$ cat src/rtl/alu_pwr_pkg.sv
// Shared types and constants for the ALU power-sequencing controller:
// state encoding, dwell-counter width, default dwell lengths and output decode.
package alu_pwr_pkg;

  localparam int PWR_CNT_W          = 8;
  localparam int DEF_PWRUP_CYCLES   = 4;
  localparam int DEF_RESTORE_CYCLES = 2;
  localparam int DEF_SAVE_TIMEOUT   = 8;

  // Code 3'd7 is deliberately left unused; the FSM recovers from it to ON.
  typedef enum logic [2:0] {
    ST_ON      = 3'd0,
    ST_SAVE    = 3'd1,
    ST_ISO     = 3'd2,
    ST_OFF     = 3'd3,
    ST_PWRUP   = 3'd4,
    ST_RESTORE = 3'd5,
    ST_DEISO   = 3'd6
  } pwr_state_e;

  typedef struct packed {
    logic pwr_en;
    logic iso;
    logic save;
    logic restore;
  } pwr_ctl_t;

  // Moore decode of the domain controls for a given state.
  function automatic pwr_ctl_t decode_ctl(input pwr_state_e st);
    pwr_ctl_t ctl;
    ctl = '{pwr_en: 1'b1, iso: 1'b0, save: 1'b0, restore: 1'b0};
    case (st)
      ST_ON:      ctl = '{pwr_en: 1'b1, iso: 1'b0, save: 1'b0, restore: 1'b0};
      ST_SAVE:    ctl = '{pwr_en: 1'b1, iso: 1'b0, save: 1'b1, restore: 1'b0};
      ST_ISO:     ctl = '{pwr_en: 1'b1, iso: 1'b1, save: 1'b0, restore: 1'b0};
      ST_OFF:     ctl = '{pwr_en: 1'b0, iso: 1'b1, save: 1'b0, restore: 1'b0};
      ST_PWRUP:   ctl = '{pwr_en: 1'b1, iso: 1'b1, save: 1'b0, restore: 1'b0};
      ST_RESTORE: ctl = '{pwr_en: 1'b1, iso: 1'b1, save: 1'b0, restore: 1'b1};
      ST_DEISO:   ctl = '{pwr_en: 1'b1, iso: 1'b1, save: 1'b0, restore: 1'b0};
      default:    ctl = '{pwr_en: 1'b1, iso: 1'b0, save: 1'b0, restore: 1'b0};
    endcase
    return ctl;
  endfunction

endpackage

$ cat src/rtl/alu_pwr_timer.sv
// Loadable down-counter shared by all dwell states of the power sequencer.
// It saturates at zero; expired is high whenever the count reads zero.
module alu_pwr_timer
  import alu_pwr_pkg::*;
(
  input  logic                 clk,
  input  logic                 rst,
  input  logic                 load,
  input  logic [PWR_CNT_W-1:0] load_val,
  output logic                 expired
);

  logic [PWR_CNT_W-1:0] count;

  // NOTE: sequential state uses non-blocking assignments so every flop samples pre-edge values.
  always_ff @(posedge clk or posedge rst) begin
    if (rst) begin
      count <= '0;
    end else if (load) begin
      count <= load_val;
    end else if (count != '0) begin
      count <= count - 1'b1;
    end
  end

  assign expired = (count == '0);

endmodule

$ cat src/rtl/alu_pwr_seq.sv
// Power-sequencing controller for the gated ALU domain (always-on side).
// Optional feature: define ALU_PWR_SEQ_WAKE_ABORT_EN to let wake_req abort a power-down in SAVE/ISO.
module alu_pwr_seq
  import alu_pwr_pkg::*;
#(
  parameter int PWRUP_CYCLES   = DEF_PWRUP_CYCLES,
  parameter int RESTORE_CYCLES = DEF_RESTORE_CYCLES,
  parameter int SAVE_TIMEOUT   = DEF_SAVE_TIMEOUT
) (
  input  logic       clk,
  input  logic       rst,
  input  logic       sleep_req,
  input  logic       wake_req,
  input  logic       alu_busy,
  input  logic       result_valid,
  output logic       alu_pwr_en,
  output logic       iso_en,
  output logic       save,
  output logic       restore,
  output logic       sleep_ack,
  output logic       wake_ack,
  output logic       save_ok,
  output logic [2:0] pwr_state
);

  localparam logic [PWR_CNT_W-1:0] PWRUP_LOAD   = PWR_CNT_W'(PWRUP_CYCLES - 1);
  localparam logic [PWR_CNT_W-1:0] RESTORE_LOAD = PWR_CNT_W'(RESTORE_CYCLES - 1);
  localparam logic [PWR_CNT_W-1:0] SAVE_LOAD    = PWR_CNT_W'(SAVE_TIMEOUT - 1);

  pwr_state_e           state_q;
  pwr_state_e           state_d;
  pwr_ctl_t             ctl_d;
  logic                 tmr_load;
  logic [PWR_CNT_W-1:0] tmr_load_val;
  logic                 tmr_expired;

  // NOTE: every variable driven in always_comb gets a default first, so no latch is inferred.
  always_comb begin
    state_d = state_q;
    case (state_q)
      ST_ON: begin
        if (sleep_req && !alu_busy && !wake_req) state_d = ST_SAVE;
      end
      ST_SAVE: begin
        if (result_valid || tmr_expired) state_d = ST_ISO;
`ifdef ALU_PWR_SEQ_WAKE_ABORT_EN
        if (wake_req) state_d = ST_DEISO;
`endif
      end
      ST_ISO: begin
        state_d = ST_OFF;
`ifdef ALU_PWR_SEQ_WAKE_ABORT_EN
        if (wake_req) state_d = ST_DEISO;
`endif
      end
      ST_OFF: begin
        if (wake_req) state_d = ST_PWRUP;
      end
      ST_PWRUP: begin
        if (tmr_expired) state_d = ST_RESTORE;
      end
      ST_RESTORE: begin
        if (tmr_expired) state_d = ST_DEISO;
      end
      ST_DEISO: state_d = ST_ON;
      default:  state_d = ST_ON;
    endcase
  end

  // The dwell counter is reloaded with N-1 on every state change; 1-cycle states load zero.
  always_comb begin
    tmr_load     = (state_d != state_q);
    tmr_load_val = '0;
    case (state_d)
      ST_SAVE:    tmr_load_val = SAVE_LOAD;
      ST_PWRUP:   tmr_load_val = PWRUP_LOAD;
      ST_RESTORE: tmr_load_val = RESTORE_LOAD;
      default:    tmr_load_val = '0;
    endcase
  end

  alu_pwr_timer u_timer (
    .clk      (clk),
    .rst      (rst),
    .load     (tmr_load),
    .load_val (tmr_load_val),
    .expired  (tmr_expired)
  );

  assign ctl_d = decode_ctl(state_d);

  // Outputs are registered from the next state so they switch on the same edge as the state.
  always_ff @(posedge clk or posedge rst) begin
    if (rst) begin
      state_q    <= ST_ON;
      alu_pwr_en <= 1'b1;
      iso_en     <= 1'b0;
      save       <= 1'b0;
      restore    <= 1'b0;
      sleep_ack  <= 1'b0;
      wake_ack   <= 1'b0;
      save_ok    <= 1'b0;
    end else begin
      state_q    <= state_d;
      alu_pwr_en <= ctl_d.pwr_en;
      iso_en     <= ctl_d.iso;
      save       <= ctl_d.save;
      restore    <= ctl_d.restore;
      sleep_ack  <= (state_d == ST_OFF) && (state_q != ST_OFF);
      wake_ack   <= (state_d == ST_ON) && (state_q == ST_DEISO);
      if (state_q == ST_SAVE && state_d == ST_ISO) save_ok <= result_valid;
    end
  end

  assign pwr_state = state_q;

`ifndef SYNTHESIS
  a_iso_when_off : assert property (@(posedge clk) disable iff (rst) !alu_pwr_en |-> iso_en);
  a_save_restore : assert property (@(posedge clk) disable iff (rst) !(save && restore));
  a_pwr_fall     : assert property (@(posedge clk) disable iff (rst)
                                    $fell(alu_pwr_en) |-> $past(iso_en));
`endif

endmodule

$ cat config.mk
export PLATFORM = sky130hd
export DESIGN_NAME = alu_pwr_seq
export DESIGN_NICKNAME = d
export VERILOG_FILES = /design/src/rtl/alu_pwr_pkg.sv /design/src/rtl/alu_pwr_timer.sv /design/src/rtl/alu_pwr_seq.sv
export SDC_FILE = /design/constraint.sdc
export NUM_CORES = 1
export LEC_CHECK = 0
export ABC_AREA = 1
export CAP_MARGIN = 20
export CORE_UTILIZATION = 25
export DETAILED_ROUTE_END_ITERATION = 10
export PLACE_DENSITY_LB_ADDON = 0.1
export SLEW_MARGIN = 0
export SYNTH_ARGS = -nofsm -noshare
export SYNTH_HDL_FRONTEND = slang
export SYNTH_SLANG_ARGS = --single-unit
export TNS_END_PERCENT = 5
$ cat constraint.sdc
create_clock -name clk -period 5 [get_ports clk]
set_input_delay 1.5 -clock clk [delete_from_list [all_inputs] [get_ports clk]]
set_output_delay 1.5 -clock clk [all_outputs]
set_load 0.005 [all_outputs]
# After elaboration in Yosys (flattened, before gate mapping)
# Cells that the tools add are included.
[classes]
add_sub_neg = 1
n_eq_ne = 14
muxes = 10
reduce_logical = 14
[op_table]
columns = ["op", "n"]
rows = [
  ["$eq A3 B3 Y1 const B", 6],
  ["$pmux W3 S6", 1],
  ["$mux W8", 2],
  ["$pmux W4 S4", 1],
  ["$mux W3", 5],
  ["$eq A3 B2 Y1 const B", 4],
  ["$pmux W3 S3", 1],
  ["$logic_not A8 Y1", 1],
  ["$reduce_bool A8 Y1", 1],
  ["$sub A8 B1 Y8 const B", 1],
  ["$eq A3 B1 Y1 const B", 2],
  ["$logic_not A3 Y1", 2],
  ["$logic_and A1 B1 Y1", 5],
  ["$ne A3 B2 Y1 const B", 1],
  ["$ne A3 B3 Y1", 1],
  ["$reduce_or A3 Y1", 1],
  ["$logic_not A1 Y1", 2],
  ["$reduce_bool A2 Y1", 1],
  ["$logic_or A1 B1 Y1", 1],
]
[totals]
ff_bits = 18
inputBits = 6
output_inout_bits = 10
word_cells = 48

# Depth between registers and ports, before layout
# Gate-level depths: netlist of the first run.
[logic_depth]
ltp_word = 8
ltp_mapped = 15
depth_no_buf = 15

# Hierarchy
# Synthesis of the first run repeated with hierarchy kept, for this count alone.
[hier_totals]
cells_unflattened = 134
hier_area_um2 = 1054.8
[by_module_without_submodules]
columns = ["module", "n_inst", "cells_per_inst", "area_each_um2"]
rows = [
  ["alu_pwr_timer", 1, 71, 530.5],
  ["alu_pwr_seq", 1, 63, 524.3],
]

# Least setup slack after synthesis of the first run
# No wires, ideal clock.
[synth_path]
path_kind = "input-to-reg"
from = "input wake_req"
to = "register u_timer.count[1]"
setup_ps = 116
arrival_time_ps = 2360
setup_slack_ps = 2524
cell_stages = 10
path_buffers = 0
cell_sequence = "nand2_1 > nand3_2 > a21boi_1 > nand3_1 > nand2_1 > nand3_4 > clkinv_2 > nand2_1 > nand2_1 > nand2_1"
[synth_between]
elab_chain_cells = 7
word_cells_on_any_way = 12
cone_classes = "eq/ne (4); mux (5); reduce/logical (3)"
[synth_rtl]
columns = ["element", "line_no", "text"]
rows = [
  ["from (decl)", "alu_pwr_seq.sv:13", "input logic wake_req,"],
  ["$logic_not A1 Y1", "alu_pwr_seq.sv:42", "if (sleep_req && !alu_busy && !wake_req) state_d = ST_SAVE;"],
  ["$logic_and A1 B1 Y1", "alu_pwr_seq.sv:42", ""],
  ["$mux W3", "alu_pwr_seq.sv:42", ""],
  ["$pmux W3 S6 (*)", "alu_pwr_seq.sv:40", "case (state_q)"],
  ["$eq A3 B3 Y1 / $eq A3 B1 Y1 (equally long branches)", "alu_pwr_seq.sv:74", "case (state_d)"],
  ["$pmux W3 S3", "alu_pwr_seq.sv:74", ""],
  ["$mux W8", "alu_pwr_timer.sv:19", "end else if (load) begin"],
  ["to (signal assigned)", "alu_pwr_timer.sv:20", "count <= load_val;"],
  ["to (signal assigned)", "alu_pwr_timer.sv:22", "count <= count - 1'b1;"],
  ["to (decl)", "alu_pwr_timer.sv:13", "logic [PWR_CNT_W-1:0] count;"],
]
# Every way passes the cells marked *; elsewhere a longest branch is shown, timed or not.
# A chain may end at the register's enable or synchronous reset.

# Final worst setup path of the first run
# Ends and elaborated chain as after synthesis.

==> results of run 1 <==
==> path summary, 6_finish.rpt <==
| kind | cells past startpoint | from | to | slack, ns |
|---|---|---|---|---|
| hold reg to reg | 2 | save_ok | save_ok | 0.49 |
| max in group asynchronous | 2 | rst | u_timer.count[1] | 2.87 |
| hold / removal | 2 | save_ok | save_ok | 0.49 |
| setup / recovery | 11 | wake_req | u_timer.count[1] | 2.08 |
| min in group asynchronous | 2 | rst | sleep_ack | 1.67 |
| setup reg to reg | 13 | u_timer.count[0] | u_timer.count[2] | 3.00 |
==> final cells by class <==
| cell class | count | area (um2) | share of cell area |
|---|---|---|---|
| flip-flops and latches | 18 | 451.7 | 0.3361 |
| multi-input cells | 85 | 550.5 | 0.4097 |
| clock buffers | 4 | 55.05 | 0.04097 |
| repair buffers | 15 | 150.1 | 0.1117 |
| inverters | 18 | 73.82 | 0.05493 |
| well taps | 50 | 62.56 | 0.04655 |
==> cell usage after synthesis (all sizes together) <==
master | n | share of area
inv | 17 | 0.064
o21ai | 4 | 0.019
dfrtp | 17 | 0.40
nand2 | 28 | 0.13
xor2 | 3 | 0.024
ha | 2 | 0.023
a21oi | 4 | 0.029
o211ai | 1 | 0.0070
a21boi | 1 | 0.0070
xnor2 | 1 | 0.0081
nor3 | 2 | 0.024
dfstp | 1 | 0.024
nor4 | 2 | 0.026
nand3 | 14 | 0.11
nor2 | 19 | 0.087
clkinv | 1 | 0.0046
nand4 | 4 | 0.023
==> worst max-delay path, stage by stage <==
cell and delay [ns]:
sky130_fd_sc_hd__clkdlybuf4s50_1 0.51, sky130_fd_sc_hd__nand2_1 0.08, sky130_fd_sc_hd__nand3_2 0.12, sky130_fd_sc_hd__a21boi_1 0.22, sky130_fd_sc_hd__nand3_1 0.09, sky130_fd_sc_hd__nand2_1 0.13, sky130_fd_sc_hd__nand3_4 0.15, sky130_fd_sc_hd__clkinv_2 0.10
sky130_fd_sc_hd__nand2_1 0.05, sky130_fd_sc_hd__nand2_1 0.07, sky130_fd_sc_hd__nand2_1 0.05
==> logic make-up after synthesis <==
group | Yosys count | share of synthesized area
adder cells (fa/ha/maj) | 2 | 0.02325
AND/OR/NAND/NOR | 69 | 0.3942
AO/OA/AOI/OAI | 10 | 0.06162
buffers and inverters | 18 | 0.06860
XOR/XNOR | 4 | 0.03256
flip-flops | 18 | 0.4198
==> per-layer routing <==
metal / wire length, um / global-route usage / share of wire / vias to the layer above
met2: 948 / 0.1745 / 0.44 / 16
li1: - / - / - / 428
met3: 102 / 0.04392 / 0.047 / 2
met4: 21 / 0.03191 / 0.0096 / 0
met1: 1105 / 0.1468 / 0.51 / 380
met5: 0 / 0 / 0 / -
==> where the power goes <==
part | switching [mW] | internal, mW
Clock | 0.0493 | 0.0699
Combinational | 0.344 | 0.233
Sequential | 0.0649 | 0.206
Total | 0.458 | 0.508
==> registers in the layout, indices dropped and copies added, names as in the netlist <==
name,count
u_timer.count,8
pwr_state,3
alu_pwr_en,1
iso_en,1
restore,1
save,1
save_ok,1
sleep_ack,1
wake_ack,1
==> layout by cell type (no fill, tap or decap), types with 2 or more instances in the layout <==
cell                              count
sky130_fd_sc_hd__clkbuf_8             4
sky130_fd_sc_hd__nand3_4              2
sky130_fd_sc_hd__dfrtp_1             17
sky130_fd_sc_hd__nor2_1              14
sky130_fd_sc_hd__nor2_2               3
sky130_fd_sc_hd__a21oi_1              3
sky130_fd_sc_hd__nand2_1             23
sky130_fd_sc_hd__inv_2                3
sky130_fd_sc_hd__nand3_2              4
sky130_fd_sc_hd__nand4_1              4
sky130_fd_sc_hd__clkdlybuf4s50_1     15
sky130_fd_sc_hd__o21ai_0              3
sky130_fd_sc_hd__nand2_2              3
sky130_fd_sc_hd__nand3_1              8
sky130_fd_sc_hd__inv_1               13
sky130_fd_sc_hd__xor2_1               3
sky130_fd_sc_hd__ha_1                 2
sky130_fd_sc_hd__nor2_4               2
==> per-stage QoR <==
| step | power, mW | area, um2 | worst slack, ns | hold slack [ns] | cells |
|---|---|---|---|---|---|
| final | 0.9663 | 1344 | 2.085 | 0.4915 | 190 |
| after global routing | 1.057 | 1344 | 1.978 | 0.5200 | 190 |
| after CTS | 0.9798 | 1344 | 2.092 | 0.4990 | 190 |
| after detailed placement | 0.8541 | 1289 | 1.817 | 0.4783 | 186 |
| after global placement | 0.8601 | 1289 | 1.780 | 0.4772 | 186 |
| after floorplan | 0.6899 | 1076 | 2.524 | 0.4759 | 121 |
==> results summary, run 1 <==
The flow ran to the end, and the final reports show no timing, DRC or antenna violations. The slew of the pin with the lowest slew margin is 0.7250 ns. The initial antenna violation count came to 0. In this run the static leakage power is 0.6190 nW. The total clock sinks came out at 18. Post-CTS repair changed the size of 0 cells. The via count of the first global-routing pass is 783. The net count reported at finish is 149. The clock latency on the worst-skew pair came out at 0.25 ns. The global route total overflow is 0. The final number of setup-violating endpoints came out at 0. The total of fill cells in the finished design came out at 432. The number of buffers inserted by port buffering came out at 15. The worst pin sits at a relative slew slack of 0.5161. The number of detailed-routing iterations run before antenna repair came out at 4. After routing, the total negative slack on setup checks comes to 0 ns. The number of hold-repair buffers added at the cts stage came out at 0. Setup repair after global routing left no endpoint under its margin. VDD sags by at most 0.0001640 V. The total area inside the core boundary comes to 0.004058 mm2. The type of element capturing the critical path is a flip-flop. Of all nets on the critical path, the largest fanout is 9. The detailed-route vias per instance is 4.347. The wire length of the first global-routing pass came out at 3.732 mm. The die width is 67.61 um.

The tool flagged a number of max-cap violations equal to 0. The total wirelength of the detailed-routed design came out at 2.178 mm. The maximum clock path buffer count is 2. The first routing iteration left 14 violations. The overall die area came out at 0.004570 mm2.

After clock tree synthesis, the clock-pin slew on the worst setup and hold paths is 0.07 ns. In this run the remaining antenna-violating nets after routing total 0. The clock skew after layout is 0.0004772 ns. The remaining routing DRC violations came out at 0.

The number of cells produced by synthesis came out at 121. The initial standard-cell utilization of the core came out at 0.2652. The worst setup path is launched from an input pin. The post-synthesis net count came out at 129. Derived from the worst setup path, the maximum achievable clock frequency is 0.3430 GHz. The total CTS buffers is 3.

The hold violation count in the final report is 0. The wire-length estimate of the detail-placed layout is 1.648 mm. The kind of critical path is in -> reg. The floorplan has 23 rows. The ratio of total power to cell area came out at 719.1 mW/mm2. The portion of the post-synthesis area used by sequential elements is 0.4198. During synthesis, Yosys emitted a total of 0 warnings. For the worst setup path, the data arrival time is 3.06 ns.

The post-synthesis cell type count is 30. TritonCTS built the clock tree. Across all layers, the routed design uses 826 vias. The area growth from synthesis to layout is 24.88%. The final critical delay including setup and external delays is 2.915 ns. The fraction of layout instances using a drive strength above 1 is 0.2143. The mean instance size in the synthesized netlist is 8.893 um2. CTS built an H-tree with a depth of 1.

The overall die height is 67.61 um. The utilization after layout is 0.3312. The required time at the endpoint of the critical path came out at 5.15 ns. The last weighted congestion value of the routability-driven placer is 0.8265.

The tree is rooted in a sky130_fd_sc_hd__clkbuf_8. The classification of the worst-slack hold path is reg -> reg. The number of synthesized register bits came out at 18. The number of setup buffers added after CTS is 0. The max-slew violation count came out at 0. In the global route stage, overall resource usage came out at 0.1138. In the final routed layout, each cell accounts on average for 11.46 um. The antenna diode count is 0. Summing every instance area after synthesis gives 0.001076 mm2. Of the available clock period, the critical path in the final layout requires 0.5830. The count of boundary I/O pins came out at 16. The largest net degree at the start of global routing is 19.
Note: power is estimated with default switching activity, not from simulation.
==> run 2: changes to the inputs <==
==> constraint.sdc (replaced) <==
create_clock -name clk -period 2.81 [get_ports clk]
set_input_delay 0.843 -clock clk [delete_from_list [all_inputs] [get_ports clk]]
set_output_delay 0.843 -clock clk [all_outputs]
set_load 0.005 [all_outputs]
==> results of run 2 <==
The final DEF is identical to that of run 1. Status: completed.
Among the figures that moved: setup slack after placement 1.817 ns -> 0.2840 ns; setup slack after layout 2.085 ns -> 0.5519 ns; register-to-register setup slack 3.00 ns -> 0.81 ns; total power 0.9663 mW -> 1.719 mW; worst IR drop on VDD 0.0001640 V -> 0.0002919 V
==> run 3: changes to the inputs <==
==> constraint.sdc (replaced) <==
create_clock -name clk -period 1.95 [get_ports clk]
set_input_delay 0.585 -clock clk [delete_from_list [all_inputs] [get_ports clk]]
set_output_delay 0.585 -clock clk [all_outputs]
set_load 0.005 [all_outputs]
==> run 3 against run 2 <==
Combinational power is 82% higher. Die area stayed put. Count of clock-buffer cells in the layout stayed put. First-iteration DRC count is 50% lower. Critical path type is now reg -> out. Largest power group unchanged.
==> results summary, run 3 (synthesis gave the netlist of run 1 again) <==
The worst reg-to-reg path cell count is 11. The placeable core area is 0.004058 mm2. The tightest min-delay check is of the reg -> reg type. The clock latency on the worst-skew pair is 0.26 ns.

Using the TritonRoute via totals, the vias-per-cell ratio works out to 4.361. Entering global routing, the biggest net connects 19 pins. In the layout the commonest cells are sky130_fd_sc_hd__nand2_1, sky130_fd_sc_hd__dfrtp_1, sky130_fd_sc_hd__buf_4. The count of buffers added on input and output ports is 15. After clock tree synthesis, the clock-pin slew on the worst setup and hold paths is 0.07 ns.

The startpoint identified for the worst register-to-register timing path is u_timer.count[1]. Buffers inserted during clock tree synthesis total 3. The total wirelength of the detailed-routed design is 2.374 mm.

The via count of the first global-routing pass came out at 877. The met2 demand-to-capacity share in global routing came out at 0.1931. STA classifies the critical path endpoint as an output port. The overall die area is 0.004570 mm2. The minimum setup slack among reg-to-reg paths is 0.14 ns. The worst-case IR drop observed on VDD is 0.0004993 V. The library cell used as clock root buffer is sky130_fd_sc_hd__clkbuf_8. The hold path startpoint is save_ok. The cell count after placement is 198. The arrival time of data at the critical path endpoint is 1.28 ns. The ratio of total power to cell area came out at 1907 mW/mm2.

The number of placement rows came out at 23. Once detailed placement completed, the half-perimeter wirelength came to 1.799 mm. The level count of the clock H-tree is 1. The worst hold path passes through 2 cells. The critical path goes through clkdlybuf4s50_1. The overall die height is 67.61 um. TritonCTS built the clock tree. The tool flagged a number of max-cap violations equal to 0.

The total of fill cells in the finished design came out at 410. The sink of the worst hold path is save_ok. 0 antenna diodes ended up in the layout.

The count of buffer and inverter cells on the critical path came out at 1. The global-route met3 utilization is 0.02027. For this design the static power due to leakage is 0.7046 nW. More flip-flops sit in one register than any other, and that register is u_timer.count.

The fraction of layout instances using a drive strength above 1 is 0.3677. Total power for the finished layout comes to 2.871 mW. The routing usage on met1 came out at 0.1718. Of all nets on the critical path, the largest fanout is 8. Pin placement for this block handled 16 I/O pins. For this run, the slowest stage of the critical path takes 0.54 ns.

Of the available clock period, the critical path in the final layout requires 0.9580. The flip-flop count of the largest register after layout is 8. In this run the most used layer during global routing was met2.

For this run, the total global-route usage over all layers was measured as 0.1262. Based on the critical path, the design can be clocked at up to 0.5353 GHz. The die width is 67.61 um. The count of vias placed by the detailed router is 894. The critical path is of the reg -> out type. The clock passes through at most 2 buffers. The final number of setup-violating endpoints came out at 0. Setup repair after global routing left no endpoint under its margin. The max-slew violation count came out at 0. The hold violation count in the final report is 0.

The largest individual stage delay along the critical path comes from the cell sky130_fd_sc_hd__clkdlybuf4s50_1. The relative max-transition margin is 0.7862. The DRC marker count from the first detailed-route iteration is 7. The number of detailed-routing iterations run before antenna repair is 3. The number of hold-repair buffers added at the cts stage is 0. The remaining routing DRC violations came out at 0. The last weighted congestion value of the routability-driven placer is 0.7617. The global route total overflow is 0. The worst setup path is launched from a flip-flop. Subtracting the final worst setup slack from the clock period gives 1.868 ns. Hold is met by 0.4985 ns.

For the pin with the worst max-slew slack, the measured transition is 0.3182 ns. The number of standard cells in the layout, taps in and fillers out came out at 205. Leaving out fill and tap cells, the most frequent cell in the layout is sky130_fd_sc_hd__nand2_1. The endpoint of the worst register-to-register path is u_timer.count[6].

From synthesis to final layout, the design area changed by 39.88%. The initial antenna violation count is 0. The initial standard-cell utilization of the core is 0.2652. Broken down by cell family, the worst path's largest delay share belongs to buffers and inverters.

The clock skew after layout came out at 0.004404 ns. For this run, the post-layout net count is 164. The startpoint of the worst setup timing path is pwr_state[1]. At the worst endpoint, the required time is 1.36 ns. The flow ran to the end, and the final reports show no timing, DRC or antenna violations.

Setup total negative slack on the finished layout was measured at 0 ns. In this run the remaining antenna-violating nets after routing total 0. The total clock sinks came out at 18. The average routed wire per standard cell is 11.58 um. The wire length of the first global-routing pass is 4.146 mm.
run 3: changes by cell type in the layout (fill, tap and decap cells not counted), sizes merged:
cell,change
dlymetal6s2s,+1
inv,+1
buf,+15
clkinv,-1
clkdlybuf4s50,-1
run 3: per-layer routing:
| metal | vias up | wire length [um] |
|---|---|---|
| li1 | 461 | - |
| met3 | 5 | 51 |
| met2 | 11 | 1078 |
| met4 | 0 | 42 |
| met1 | 417 | 1202 |
| met5 | - | 0 |
run 3: final cells by class:
type,count,area (um2),share of cell area
Clock buffer,4,55.05,0.03658
Inverter,18,75.07,0.04988
Multi-Input combinational cell,85,593.1,0.3940
Sequential cell,18,454.2,0.3017
Tap cell,50,62.56,0.04156
Timing Repair Buffer,30,265.3,0.1762
run 3: worst max path at each step:
| stage | to | depth (start not counted) |
|---|---|---|
| floorplan | u_timer.count[0] | 11 |
| global placement | u_timer.count[0] | 10 |
| detailed placement | u_timer.count[1] | 11 |
| CTS | u_timer.count[6] | 9 |
| global route | u_timer.count[1] | 13 |
| finish | pwr_state[1] | 1 |
run 3: report_power, final:
group          total [mW]  switching, mW  internal, mW
clock network       0.316          0.137         0.180
registers           0.687          0.155         0.532
logic                1.87           1.01         0.863
total                2.87           1.30          1.57
run 3: metrics by stage:
step	setup slack (ns)	instance area, um2	util
3_3_place_gp	-0.2155	1379	0.3398
6_report	0.08184	1505	0.3710
5_1_grt	0.01301	1505	0.3710
4_1_cts	0.01153	1435	0.3537
3_5_place_dp	-0.2619	1379	0.3398
2_1_floorplan	0.1754	1076	-
run 3: what timing repair did:
action	in CTS	in global routing
buffers inserted	0	3
pin swaps	0	4
resized for setup	1	16
cloned	0	0
endpoints found under the setup margin	1	9
==> edit (flow settings as in run 2) <==
`PWR_CNT_W`: 8 -> 6.
--- a/src/rtl/alu_pwr_pkg.sv
+++ b/src/rtl/alu_pwr_pkg.sv
@@ -4,3 +4,3 @@
 
-  localparam int PWR_CNT_W          = 8;
+  localparam int PWR_CNT_W          = 6;
   localparam int DEF_PWRUP_CYCLES   = 4;
Behaviour: same outputs for any inputs over 10 cycles, from zero or initial values and one cycle with rst high; that may be too few to reach the edited logic, so the function may still have changed.
==> edit against run 2 <==
- worst setup slack better by 0.082 ns
- power is 28% lower
- routed wire length is 20% lower
- critical path type is now flop to output port
- global-route usage is 0.45 points higher
- via count is 16% lower
- combinational power is 34% lower
- area after synthesis is 23% lower
- final area is 20% lower
- die area is 22% lower
- synthesized cell count is 16% lower
- sequential cell count is 2 lower
- hold slack better by 0.027 ns
- first-iteration DRC count is 21% higher
==> edit: results (changes against run 2) <==
max reg flops 6 (-2); Lkg Pwr 0.546 nW (-12%); hpwl dp 1.33 mm (-20%); PortBufs 15 (unchanged); critical path's top delay family buffers and inverters; largest net degree at the start of global routing 17 (-2); Setup Fix Bufs, Post-CTS 0 (unchanged); WL per Instance 10.6 um (-8.0%); Starting DRT DRC Count 17 (+3); VDD IR-drop max 0.000280 V (-4.1%); Root Buffer clkbuf_4; gr usage total 11.8% (+0.45 points); number of global-route vias before repair 669 (-15%); crit-path max cell delay 0.56 ns (+0.05 ns); initial antenna violation count 0 (unchanged); synthesized net count 110 (-15%); Seq/Total Area, Yosys 48.3% (+6.3 points); GP Congestion 0.774 (-6.4%); vias per inst 4.18 (-3.8%); Reg clk slew, reported paths 0.10 ns (+0.03 ns); area post-placement 0.00104 mm^2 (-20%); number of antenna diodes 0 (unchanged); fill cell count 359 (-17%); share of layout cells above drive strength 1 12.4% (-9.0 points); crit path DAT 1.33 ns (-1.07 ns); Final nets 130 (-13%); outcome finished, final reports clean; top post-synthesis cells by area dfrtp_1 45%, nand2_1 9.0%, nor2_1 6.8%, inv_1 6.3%, nor3_1 4.2%; Hold WC Path Type flop to flop; Unique masters post-synth 19 (-37%); later-pin clock latency in the skew report 0.29 ns (+0.04 ns); global-route wire length before repair 3.06 mm (-18%); peak fanout along the critical path 8 (-1); slew of the pin with the lowest slew margin 0.628 ns (-0.0970 ns); DR pass1 iterations 4 (unchanged); Worst Skew 0.00796 ns (+0.00748 ns); Synth top cells by count 20 x nand2_1, 15 x dfrtp_1, 15 x nor2_1
[edit: cell types whose count changed after synthesis, moves of 2 or more]
| cell | delta |
|---|---|
| nand3_1 | -3 |
| nand2_1 | -3 |
| nand3_2 | -2 |
| nand3_4 | -2 |
| nor3_1 | +7 |
| nand4_1 | -2 |
| nor2_4 | -2 |
| nor2_2 | -2 |
| dfrtp_1 | -2 |
[edit: logic make-up (layout without fill, tap and decap cells)]
family	Yosys count	count (layout)	share of synthesized area (%)
and+or+nand+nor	57	57	32.6
buffers and inverters	16	35	7.22
AOI/OAI and AO/OA	6	6	3.61
DFF	16	16	48.3
adders and majority gates	2	2	3.01
xor gates and xnor gates	5	5	5.26
[edit: worst paths after layout]
check	from	to	slack (ns)	cells after the start
max in group asynchronous	rst	u_timer.count[4]	1.48	2
min reg2reg	save_ok	save_ok	0.52	2
max	pwr_state[0]	pwr_state[0]	0.63	1
min	save_ok	save_ok	0.52	2
max reg2reg	u_timer.count[0]	u_timer.count[1]	1.17	11
min in group asynchronous	rst	sleep_ack	0.92	2
[edit: layer usage]
layer	vias to the layer above	GRT usage (%)	wire length [um]
li1	353	-	-
met1	317	16.2	881
met2	16	17.3	756
met3	4	2.81	73
met4	0	5.98	29
met5	-	0	0
[edit: where the power goes]
group	internal, mW	switching, mW
sequential	0.330	0.0778
clock	0.0789	0.0773
combinational	0.294	0.383
total	0.703	0.539
[edit: layout make-up]
cell class / count / area [um^2] / share of cell area [%]
well taps: 44 / 55.1 / 5.13
repair buffers: 15 / 150 / 14.0
clock buffers: 4 / 36.3 / 3.38
inverters: 16 / 60.1 / 5.59
flip-flops and latches: 16 / 402 / 37.4
multi-input cells: 70 / 370 / 34.5
[edit: metrics by stage]
step / setup slack [ns] / cells
4_1_cts: 0.616 / 165
3_3_place_gp: 0.549 / 161
2_1_floorplan: 1.15 / 102
6_report: 0.634 / 165
5_1_grt: 0.558 / 165
3_5_place_dp: 0.542 / 161
